### src/rtl/onehot_key_encoder.sv
// Synchronises, debounces and priority-encodes four active-low key lines.
// Emits one 2-bit code per press over a valid/ready handshake.
module onehot_key_encoder #(
  parameter int DEBOUNCE_CYCLES = 4,
  parameter int CNT_W           = $clog2(DEBOUNCE_CYCLES + 1)
) (
  input  logic       clk,
  input  logic       rst,
  input  logic [3:0] din_n,
  output logic [1:0] code,
  output logic       valid,
  input  logic       ready,
  output logic       key_down,
  output logic       multi,
  output logic       overrun
);

  typedef enum logic [0:0] {
    ST_IDLE = 1'b0,
    ST_HELD = 1'b1
  } state_t;

  localparam logic [3:0]       ALL_OFF  = 4'b1111;
  localparam logic [CNT_W-1:0] CNT_ONE  = CNT_W'(1);
  localparam logic [CNT_W-1:0] CNT_MAX  = {CNT_W{1'b1}};
  localparam logic [CNT_W-1:0] CNT_DONE = CNT_W'(DEBOUNCE_CYCLES);

  function automatic logic [1:0] encode_low_zero(input logic [3:0] v);
    logic [1:0] r;
    casez (v)
      4'b???0: r = 2'd0;
      4'b??01: r = 2'd1;
      4'b?011: r = 2'd2;
      4'b0111: r = 2'd3;
      default: r = 2'd0;
    endcase
    return r;
  endfunction

  // Clearing the lowest set bit of the asserted mask leaves a residue only when two or more are set.
  function automatic logic many_zeros(input logic [3:0] v);
    logic [3:0] z;
    z = ~v;
    return (z & (z - 4'd1)) != 4'd0;
  endfunction

  logic [3:0]       s1_q, s2_q, s2_prev_q, stable_q, stable_d;
  logic [CNT_W-1:0] cnt_q, cnt_d, cnt_next_s;
  state_t           state_q, state_d;
  logic [1:0]       code_q, code_d;
  logic             valid_q, valid_d, overrun_q, overrun_d, press_s;

  // Debounce counter and stable-level update.
  always_comb begin
    cnt_d      = cnt_q;
    stable_d   = stable_q;
    cnt_next_s = {CNT_W{1'b0}};
    if (s2_q == stable_q) begin
      cnt_d = {CNT_W{1'b0}};
    end else begin
      if (s2_q != s2_prev_q) begin
        cnt_next_s = CNT_ONE;
      end else if (cnt_q == CNT_MAX) begin
        cnt_next_s = cnt_q;
      end else begin
        cnt_next_s = cnt_q + CNT_ONE;
      end
      if (cnt_next_s >= CNT_DONE) begin
        stable_d = s2_q;
        cnt_d    = {CNT_W{1'b0}};
      end else begin
        cnt_d = cnt_next_s;
      end
    end
  end

  // Press detection, state transitions and output-register next values.
  always_comb begin
    state_d   = state_q;
    press_s   = 1'b0;
    code_d    = code_q;
    valid_d   = valid_q;
    overrun_d = 1'b0;
    case (state_q)
      ST_IDLE: begin
        if (stable_q != ALL_OFF) begin
          state_d = ST_HELD;
          press_s = 1'b1;
        end else begin
          state_d = ST_IDLE;
        end
      end
      ST_HELD: begin
        if (stable_q == ALL_OFF) begin
          state_d = ST_IDLE;
        end else begin
          state_d = ST_HELD;
        end
      end
      default: state_d = ST_IDLE;
    endcase
    // A press that finds the previous code still unconsumed is dropped, not queued.
    if (press_s && (!valid_q || ready)) begin
      code_d  = encode_low_zero(stable_q);
      valid_d = 1'b1;
    end else if (press_s) begin
      overrun_d = 1'b1;
    end else if (valid_q && ready) begin
      valid_d = 1'b0;
    end else begin
      valid_d = valid_q;
    end
  end

  // Synchroniser and debounce state.
  always_ff @(posedge clk or posedge rst) begin
    if (rst) begin
      s1_q      <= ALL_OFF;
      s2_q      <= ALL_OFF;
      s2_prev_q <= ALL_OFF;
      stable_q  <= ALL_OFF;
      cnt_q     <= {CNT_W{1'b0}};
    end else begin
      s1_q      <= din_n;
      s2_q      <= s1_q;
      s2_prev_q <= s2_q;
      stable_q  <= stable_d;
      cnt_q     <= cnt_d;
    end
  end

  // FSM state and registered handshake outputs.
  always_ff @(posedge clk or posedge rst) begin
    if (rst) begin
      state_q   <= ST_IDLE;
      code_q    <= 2'd0;
      valid_q   <= 1'b0;
      overrun_q <= 1'b0;
    end else begin
      state_q   <= state_d;
      code_q    <= code_d;
      valid_q   <= valid_d;
      overrun_q <= overrun_d;
    end
  end

  assign code     = code_q;
  assign valid    = valid_q;
  assign overrun  = overrun_q;
  assign key_down = (stable_q != ALL_OFF);
  assign multi    = many_zeros(stable_q);

endmodule

### config.mk
export PLATFORM = sky130hd
export DESIGN_NAME = onehot_key_encoder
export DESIGN_NICKNAME = d
export VERILOG_FILES = /design/src/rtl/onehot_key_encoder.sv
export SDC_FILE = /design/constraint.sdc
export NUM_CORES = 1
export LEC_CHECK = 0
export CAP_MARGIN = 25
export CORE_ASPECT_RATIO = 0.9
export CORE_MARGIN = 2
export CORE_UTILIZATION = 51
export CTS_CLUSTER_DIAMETER = 60
export DETAILED_ROUTE_END_ITERATION = 6
export PLACE_DENSITY = 0.83
export SLEW_MARGIN = 30
export SYNTH_ARGS = -nofsm -noshare
export SYNTH_HDL_FRONTEND = slang
export SYNTH_SLANG_ARGS = --single-unit
### constraint.sdc
create_clock -name clk -period 2.2 [get_ports clk]
set_input_delay 0.44 -clock clk [delete_from_list [all_inputs] [get_ports clk]]
set_output_delay 0.44 -clock clk [all_outputs]
set_load 0.03 [all_outputs]
---- Word level (Yosys, flattened, before mapping) ----
Cells that the tools add are included.
word-level totals
  logic and storage cells ................. 48
  memories ................................ 0
  output and inout bits ................... 6
  ROM bits ................................ 0
  register bits after elaboration ......... 24
  bits in writable memories ............... 0
  bits of input ports ..................... 7
  bits in latches ......................... 0
operators by class
  equal/unequal tests ..................... 9
  $lt $le $gt $ge ......................... 1
  shift operators ......................... 0
  add/subtract/negate cells ............... 2
  $mul .................................... 0
  reduce and logical (&&, ||, !) cells .... 8
  bitwise logic cells ..................... 4
  mux-type cells .......................... 15
  divide/modulo/power cells ............... 0
operators with widths
  kind                                                                      count
  3-bit two-way mux                                                         5
  1-bit two-way mux                                                         8
  2-bit case mux with 3 select lines                                        1
  4-bit AND                                                                 1
  4-bit by 3-bit == test with 1-bit output (second input constant)          1
  4-bit == test                                                             1
  4-bit == test (second input constant)                                     1
  4-bit inequality test                                                     1
  4-bit inequality test (second input constant)                             1
  4-bit inverter                                                            1
  2-bit AND reduction                                                       2
  4-bit nonzero test                                                        1
  4-bit by 1-bit subtractor with 4-bit output (second input constant)       1
  3-bit by 1-bit adder with 3-bit output (second input constant)            1
  3-bit by 2-bit == test with 1-bit output (second input constant)          1
  3-bit == test (second input constant)                                     1
  3-bit >= comparator (second input constant)                               1
  2-bit by 1-bit == test with 1-bit output (second input constant)          1
  1-bit logical AND                                                         2
  2-bit by 1-bit inequality test with 1-bit output (second input constant)  1
  1-bit inverter                                                            2
  1-bit case mux with 2 select lines                                        1
  2-bit nonzero test                                                        1
  1-bit logical NOT                                                         1
  1-bit logical OR                                                          1

---- Depth between registers and ports, before layout ----
Gate-level depths: netlist of the first run.
  word-level depth ........................ 7
  mapped depth ............................ 5
  depth with buffers taken out ............ 4

---- Worst setup path after synthesis of the first run ----
No wires, ideal clock.
  path kind ............................... flip-flop to output port
  start point ............................. register stable_q[0]
  end point ............................... output port multi
  required time ........................... 1760 ps
  arrival time ............................ 1297 ps
  cell stages (with the launch flop) ...... 4
  slack ................................... 463 ps
  cell sequence ........................... dfstp_2 buf_6 maj3_1 a21oi_1
between the ends
  longest elaborated chain between the ends .. 4
RTL lines
  element                                      RTL line  text
  start, declared                              47        logic [3:0] s1_q, s2_q, s2_prev_q, stable_q, stable_d;
  start signal, assigned                       127       stable_q <= stable_d;
  4-bit inverter (*)                           43        z = ~v;
  4-bit by 1-bit subtractor with 4-bit output  44        return (z & (z - 4'd1)) != 4'd0;
  4-bit AND (*)                                44
  4-bit nonzero test (*)                       44
  end, declared                                14        output logic multi,
Mark *: on every way between the ends. The rest lies on a longest branch, timed or not.

---- Worst setup path in the final report of the first run ----
  start point ............................. register stable_q[3]
  end point ............................... output port multi
Same word-level chain as after synthesis.

==> results.yml, run 1 <==
sta:
  skew_ns: 0.0009975
  hold_viol: 0
  setup_viol: 0
  setup_ws_ns: 0.1951
  fmax_ghz: 0.4988
  finalCritPeriodShare_pct: 91.13
  period_minus_slack_ns: 2.005
  final-max-slew-violation-count: 0
  rsz0062_at_grt: "no"
  final.setup.tns_ns: 0
clocking:
  clk_path_buf_depth: 2
  cts.sinks: 24
  clock_tree.root_cell: "clkbuf_4"
  cts-hold-fix-buffers: 0
  htreeDepth: 1
  cts_tree: "done"
  cts_buffers: 3
  insertion_delay_ns: 0.30
  cts.clk_slew.worst_paths_ns: 0.12
synth:
  avgSynthCellArea_um2: 14.62
  synth_seq_cells: 24
  syn_inst: 64
  synth_area_um2: 935.9
  synth_cell_type_count: 23
  async_flop_share_pct: 100.0
  yosysWarningCount: 0
  synth_flop_cell: "dfstp_2"
  synth_seq_area_share_pct: 66.31
  synth_nets: 72
  synth_edf_count: 0
floorplan:
  io_pins: 13
  fp.coreArea_um2: 1699
  die_h_um: 44.64
  start_util_pct: 55.08
  dieArea_um2: 2194
  die_w_um: 49.16
  rows: 14
final_layout:
  syn_to_final_growth_pct: 20.99
  final_area_um2: 1132
  fin_nets: 89
  drive_gt1_share_pct: 35.00
  seq_area_um2: 620.6
  fin_cells: 104
  multi_input_area_um2: 300.3
  n_fill_cell: 132
  diodes: 0
setup_path:
  r2r_end: "stable_q[3]"
  cp-end-kind: "output port"
  crit_family: "flip-flops"
  cpPeakStageDelay_ns: 0.43
  path_cells: "maj3_1 > a21oi_1 > clkbuf_2"
  reg2reg_slack_ns: 0.51
  critical_path_buf_inv_count: 1
  path_class: "register to output port"
  cpMaxStageDelayCell: "dfstp_2"
  worstPathArrival_ns: 1.56
  r2r_start: "stable_q[3]"
  cp_data_required_time_ns: 1.76
  reg2reg_depth: 4
  critPathLaunchType: "register"
  cp_max_fo: 7
drt:
  viasPerCell: 5.019
  ant_nets: 0
  drt-pass1-iter-count: 4
  vias: 522
  drc: 0
  drt_iter0_drc: 9
  wl_per_cell_um: 13.45
  wirelength_mm: 1.399
power:
  finalPower_w: 0.001237
  vdd_drop_max_uv: 715.0
  power_density_nw_per_um2: 1093
  p_leak_nw: 0.4562
min_path:
  whs_path_depth: 0
  hp-start: "s1_q[1]"
  hold_end: "s2_q[1]"
  hold_class: "register to register"
place:
  io_buffers: 12
  dp_slack_ns: 0.1722
  placedInstanceArea_um2: 1082
  dp_hpwl_um: 991.5
  gp_congestion: 0.6935
  placed_cells: 100
run:
  maxCapViolCount: 0
global_route:
  track_usage_pct: 15.42
  grt_pass1_wl_mm: 2.484
  overflow: 0
  grt_start_max_net_pins: 25
  antenna_found_initial: 0
  grt_pass1_vias: 542
status:
  outcome: "completed"
flip-flops by register name, indices dropped and copies added, names as in the netlist:
signal / flops
s2_prev_q: 4
s1_q: 4
stable_q: 4
valid: 1
state_q: 1
overrun: 1
s2_q: 4
code: 2
cnt_q: 3
report_power, final:
group / switching, W / leakage [nW] / internal [W]
logic: 0.000166 / 0.163 / 0.000138
registers: 0.0000833 / 0.265 / 0.000543
clock network: 0.000123 / 0.0279 / 0.000184
total: 0.000372 / 0.456 / 0.000865
synth_stat cells, types with 2 or more instances:
| library cell | count | area share (%) |
|---|---|---|
| a21oi_1 | 2 | 1.1 |
| dfrtp_1 | 8 | 21 |
| dfstp_2 | 16 | 45 |
| mux2_1 | 2 | 2.4 |
| mux2_2 | 3 | 3.6 |
| nand2_1 | 2 | 0.80 |
| nand2b_1 | 3 | 2.0 |
| nand4_1 | 3 | 2.0 |
| nor2_1 | 4 | 1.6 |
| nor3_1 | 2 | 1.1 |
| xnor2_1 | 4 | 3.7 |
| xor2_1 | 4 | 3.7 |
routing by layer:
metal | up-vias | track usage [%] | wire length [µm]
met1 | 263 | 20.23 | 616
met5 | - | 0 | 0
met4 | 0 | 6.857 | 0
met2 | 10 | 26.22 | 750
met3 | 0 | 2.027 | 32
li1 | 249 | - | -
how the worst max path moves through the flow:
stage,start,cells after the start,endpoint,slack (ns)
floorplan,stable_q[0],3,multi,0.46
finish,stable_q[3],3,multi,0.20
detailed placement,stable_q[2],3,multi,0.17
CTS,stable_q[3],3,multi,0.0007
global placement,stable_q[3],3,multi,0.21
global route,stable_q[3],3,multi,0.13
logic make-up (layout without fill, tap and decap cells):
| family | count (synthesis) | in the layout | synth area share (%) |
|---|---|---|---|
| flops | 24 | 24 | 66.31 |
| simple gates | 18 | 18 | 12.97 |
| xor+xnor | 8 | 8 | 7.486 |
| mux | 5 | 5 | 6.016 |
| compound gates | 4 | 4 | 2.808 |
| fa+ha+maj | 2 | 2 | 2.406 |
| buf+inv | 2 | 18 | 1.604 |
| other cells | 1 | 1 | 0.4007 |
cell usage in the layout, fill, tap and decap left out, types with 2 or more instances in the layout:
master           instances
mux2_2                   3
xor2_1                   4
mux2_1                   2
xnor2_1                  4
nand2b_1                 3
nand4_1                  3
clkdlybuf4s50_1         10
a21oi_1                  2
clkbuf_4                 3
dfstp_2                 16
dfrtp_1                  8
nor3_1                   2
nand2_1                  2
nor2_1                   4
metrics by stage:
step	utilization, %	hold slack (ns)
final	66.64	0.3646
after global routing	66.64	0.3696
after CTS	66.72	0.3654
after detailed placement	63.70	0.3470
after global placement	63.70	0.3460
after floorplan	-	0.3452
timing repair:
action,4_1_cts,5_1_grt
gates resized for setup,1,3
setup buffers,0,0
setup endpoints to repair,1,2
hold endpoints to repair,0,0
final cells by class:
cell class,count,share of cell area (%)
Sequential cell,24,54.81
Multi-Input combinational cell,38,26.52
Timing Repair Buffer,13,11.05
Clock inverter,1,2.652
Tap cell,24,2.652
Clock buffer,3,1.989
Inverter,1,0.3315
Note: power is estimated with default switching activity, not from simulation.
==> run 2, diff against run 1 <==
Settings changed: CORE_UTILIZATION 51 to 58, DONT_BUFFER_PORTS set to 1, PLACE_DENSITY 0.83 to 0.82.
==> results.yml, run 2 (same netlist as run 1, synthesis figures left out) <==
status:
  outcome: "completed"
sta:
  setup_viol: 0
  hold_viol: 0
  rsz0062_at_grt: "no"
  period_minus_slack_ns: 1.830
  fmax_ghz: 0.5463
  final.setup.tns_ns: 0
  finalCritPeriodShare_pct: 83.20
  skew_ns: 0.004557
  final-max-slew-violation-count: 0
final_layout:
  syn_to_final_growth_pct: 8.422
  fin_nets: 78
  layout_common_cells: "16 x dfstp_2, 8 x dfrtp_1, 4 x nor2_1, 4 x xor2_1, 4 x xnor2_1"
  diodes: 0
  final_common_cell: "dfstp_2"
  n_fill_cell: 103
  drive_gt1_share_pct: 40.58
clocking:
  clk_path_buf_depth: 2
  htreeDepth: 1
  cts-hold-fix-buffers: 0
  clock_tree.root_cell: "clkbuf_4"
  cts.clk_slew.worst_paths_ns: 0.12
  cts_resized: 0
  cts_tree: "done"
  cts.sinks: 24
  insertion_delay_ns: 0.31
  postCtsSetupRepairBufs: 0
  cts_buffers: 3
setup_path:
  cp-end-kind: "output port"
  cpPeakStageDelay_ns: 0.42
  cp_data_required_time_ns: 1.76
  critPathLaunchType: "register"
  path_cells: "maj3_1 > a21oi_1 > buf_4"
  r2r_start: "stable_q[0]"
  worstPathArrival_ns: 1.39
  cpMaxStageDelayCell: "dfstp_2"
  cp_max_fo: 7
  path_class: "register to output port"
  reg2reg_slack_ns: 0.49
  reg2reg_depth: 4
  r2r_end: "code[0]"
floorplan:
  start_util_pct: 63.23
  io_pins: 13
  dieArea_um2: 1951
  fp.coreArea_um2: 1480
  die_h_um: 42.11
  rows: 13
  die_w_um: 46.34
drt:
  drc: 0
  vias: 468
  wirelength_mm: 1.167
  drt_iter0_drc: 1
  wl_per_cell_um: 12.82
  drt-pass1-iter-count: 2
  viasPerCell: 5.143
  ant_nets: 0
power:
  power_density_nw_per_um2: 1110
  finalPower_w: 0.001126
  p_leak_nw: 0.4129
  vdd_drop_max_uv: 696.5
global_route:
  grt_start_max_net_pins: 25
  grt_pass1_wl_mm: 2.007
  overflow: 0
  grt_pass1_vias: 476
  antenna_found_initial: 0
  track_usage_pct: 14.91
place:
  io_buffers: 0
  gp_congestion: 0.7091
min_path:
  hold_class: "input pin to asynchronous set/reset pin"
run:
  maxCapViolCount: 0
run 2: worst max path at each step:
stage | cells after the start | slack (ns) | end | start
after CTS | 3 | 0.35 | multi | stable_q[2]
final | 3 | 0.37 | multi | stable_q[3]
after detailed placement | 4 | 0.49 | code[0] | stable_q[0]
after global routing | 3 | 0.29 | multi | stable_q[2]
after floorplan | 3 | 0.46 | multi | stable_q[0]
after global placement | 4 | 0.54 | code[0] | stable_q[0]
run 2: stage by stage:
stage	utilization, %	setup WS, ns	hold slack [ns]	cell area [µm²]	std cells
after floorplan	-	0.4626	0.3452	935.9	64
after global placement	65.34	0.5442	0.3457	967.2	87
after detailed placement	65.34	0.4936	0.3478	967.2	87
after CTS	68.55	0.3532	0.03322	1015	91
after global routing	68.55	0.2869	0.04289	1015	91
final	68.55	0.3696	0.03518	1015	91
run 2: per-layer routing:
metal	track usage (%)	vias up	wire (µm)	part of all wire [%]
met2	23.06	10	587	50
met1	17.43	231	518	44
li1	-	225	-	-
met3	6.466	2	46	3.9
met5	0	-	0	0
met4	6.857	0	14	1.2
run 2: area by class of cell:
cell class	count	area, µm²	area share, %
Clock buffer	4	47.55	4.686
Inverter	1	3.754	0.3699
Multi-Input combinational cell	38	300.3	29.59
Sequential cell	24	620.6	61.16
Tap cell	22	27.53	2.713
Timing Repair Buffer	2	15.01	1.480
run 2: worst max-delay path, delay by kind of cell (launching register included):
| family | cells | cell delay (ns) |
|---|---|---|
| flip-flops | 1 | 0.42 |
| adder cells (fa/ha/maj) | 1 | 0.35 |
| AO/OA/AOI/OAI | 1 | 0.15 |
| buffers and inverters | 1 | 0.17 |
run 2: where the power goes:
part	internal [W]	switching, W	total [W]	leakage [nW]
Combinational	0.0000993	0.000103	0.000202	0.122
Clock	0.000139	0.000120	0.000259	0.0261
Sequential	0.000542	0.000123	0.000665	0.265
==> run 3, diff against run 2 <==
Settings changed: CORE_UTILIZATION 58 to 53, PLACE_DENSITY 0.82 to 0.79.
Clock period 2.2 ns to 1.5 ns, I/O delays scaled along.
==> results.yml, run 3 (same netlist as run 1, synthesis figures left out) <==
status:
  outcome: "finished, violations left"
  violations: "negative setup slack"
setup_path:
  cp.depth: 4
  critPathCapture: "multi"
  reg2reg_depth: 5
  cpPeakStageDelay_ns: 0.39
  cp_data_required_time_ns: 1.20
  crit_start: "stable_q[0]"
  critPathLaunchType: "register"
  r2r_start: "stable_q[2]"
  crit_family: "flip-flops"
  critical_path_buf_inv_count: 2
  reg2reg_slack_ns: -0.16
  cp-end-kind: "output port"
  r2r_end: "stable_q[3]"
  cpMaxStageDelayCell: "dfstp_2"
  worstPathArrival_ns: 1.40
  cp_max_fo: 7
  crit_top_cell: "buf_6"
  path_cells: "buf_6 > maj3_2 > a21oi_2 > buf_6"
  path_class: "register to output port"
clocking:
  cts.clk_slew.worst_paths_ns: 0.12
  clock_tree.root_cell: "clkbuf_4"
  cts_tree: "done"
  insertion_delay_ns: 0.30
  cts.sinks: 24
  htreeDepth: 1
  clk_path_buf_depth: 2
  cts_buffers: 3
final_layout:
  diodes: 0
  syn_to_final_growth_pct: 37.17
  final_util_pct: 77.14
  final_common_cell: "dfstp_2"
  layout_common_cells: "16 x dfstp_2, 13 x buf_4, 8 x dfrtp_1"
  fin_nets: 100
  drive_gt1_share_pct: 62.64
  final_area_um2: 1284
  fin_cells: 115
global_route:
  track_usage_pct: 18.29
  antenna_found_initial: 0
  grt_pass1_wl_mm: 2.573
  grt_start_max_net_pins: 25
  overflow: 0
  grt_pass1_vias: 559
drt:
  wl_per_cell_um: 13.50
  vias: 547
  ant_nets: 0
  viasPerCell: 4.757
  drc: 0
  drt-pass1-iter-count: 4
  wirelength_mm: 1.553
  drt_iter0_drc: 9
sta:
  rsz0062_at_grt: "yes"
  setup_viol: 6
  finalCritPeriodShare_pct: 113.3
  period_minus_slack_ns: 1.699
  setup_ws_ns: -0.1992
  hold_viol: 0
  fmax_ghz: 0.5885
  final-max-slew-violation-count: 0
  skew_ns: 0.01321
floorplan:
  io_pins: 13
  dieArea_um2: 2118
  start_util_pct: 56.24
  die_w_um: 48.30
  die_h_um: 43.87
  fp.coreArea_um2: 1664
  rows: 14
power:
  power_density_nw_per_um2: 1487
  p_leak_nw: 0.5535
  vdd_drop_max_uv: 999.3
place:
  dp_hpwl_um: 912.1
  io_buffers: 0
  placed_cells: 98
  gp_congestion: 0.7735
  placedInstanceArea_um2: 1041
min_path:
  hold_class: "input pin to register"
run:
  maxCapViolCount: 0
[run 3: layer usage]
| metal | share of wire, % | GRT usage (%) |
|---|---|---|
| met3 | 1.9 | 5.000 |
| met2 | 54 | 25.53 |
| met5 | 0 | 0 |
| met4 | 0.64 | 6.486 |
| met1 | 44 | 27.56 |
[run 3: how the worst min path moves through the flow]
stage                           to  start  cells past startpoint  slack, ns
after floorplan           cnt_q[0]    rst                      1       0.30
final                        valid  ready                      2       0.23
after CTS                  overrun  ready                      2       0.20
after global routing       overrun  ready                      2       0.23
after global placement     code[0]    rst                      2       0.24
after detailed placement   code[0]    rst                      2       0.25
[run 3: final cells by class]
class	count	area (µm²)
inverters	1	3.754
repair buffers	24	215.2
flip-flops and latches	24	620.6
clock buffers	4	26.28
well taps	24	30.03
fillers	100	380.4
multi-input cells	38	387.9
[run 3: stage by stage]
step / setup slack (ns) / hold slack (ns) / TNS, ns / total power, W
2_1_floorplan: -0.1254 / 0.3028 / -0.4302 / 0.001239
3_3_place_gp: -0.09453 / 0.2422 / -0.3344 / 0.001371
3_5_place_dp: -0.1152 / 0.2460 / -0.4421 / 0.001384
4_1_cts: -0.1922 / 0.1996 / -0.9506 / 0.001866
5_1_grt: -0.2704 / 0.2319 / -1.238 / 0.002020
6_report: -0.1992 / 0.2350 / -0.7868 / 0.001909
[run 3: what timing repair did]
action | CTS | global route
setup endpoints to repair | 6 | 10
hold endpoints to repair | 12 | 0
cloned | 0 | 0
gates resized for setup | 17 | 3
pin swaps | 4 | 2
setup buffers | 8 | 2
hold buffers | 5 | 0
[run 3: where the power goes]
group | internal, W | switching, W | total (W)
Sequential | 0.000793 | 0.000132 | 0.000925
Clock | 0.000103 | 0.000166 | 0.000270
Combinational | 0.000404 | 0.000310 | 0.000714
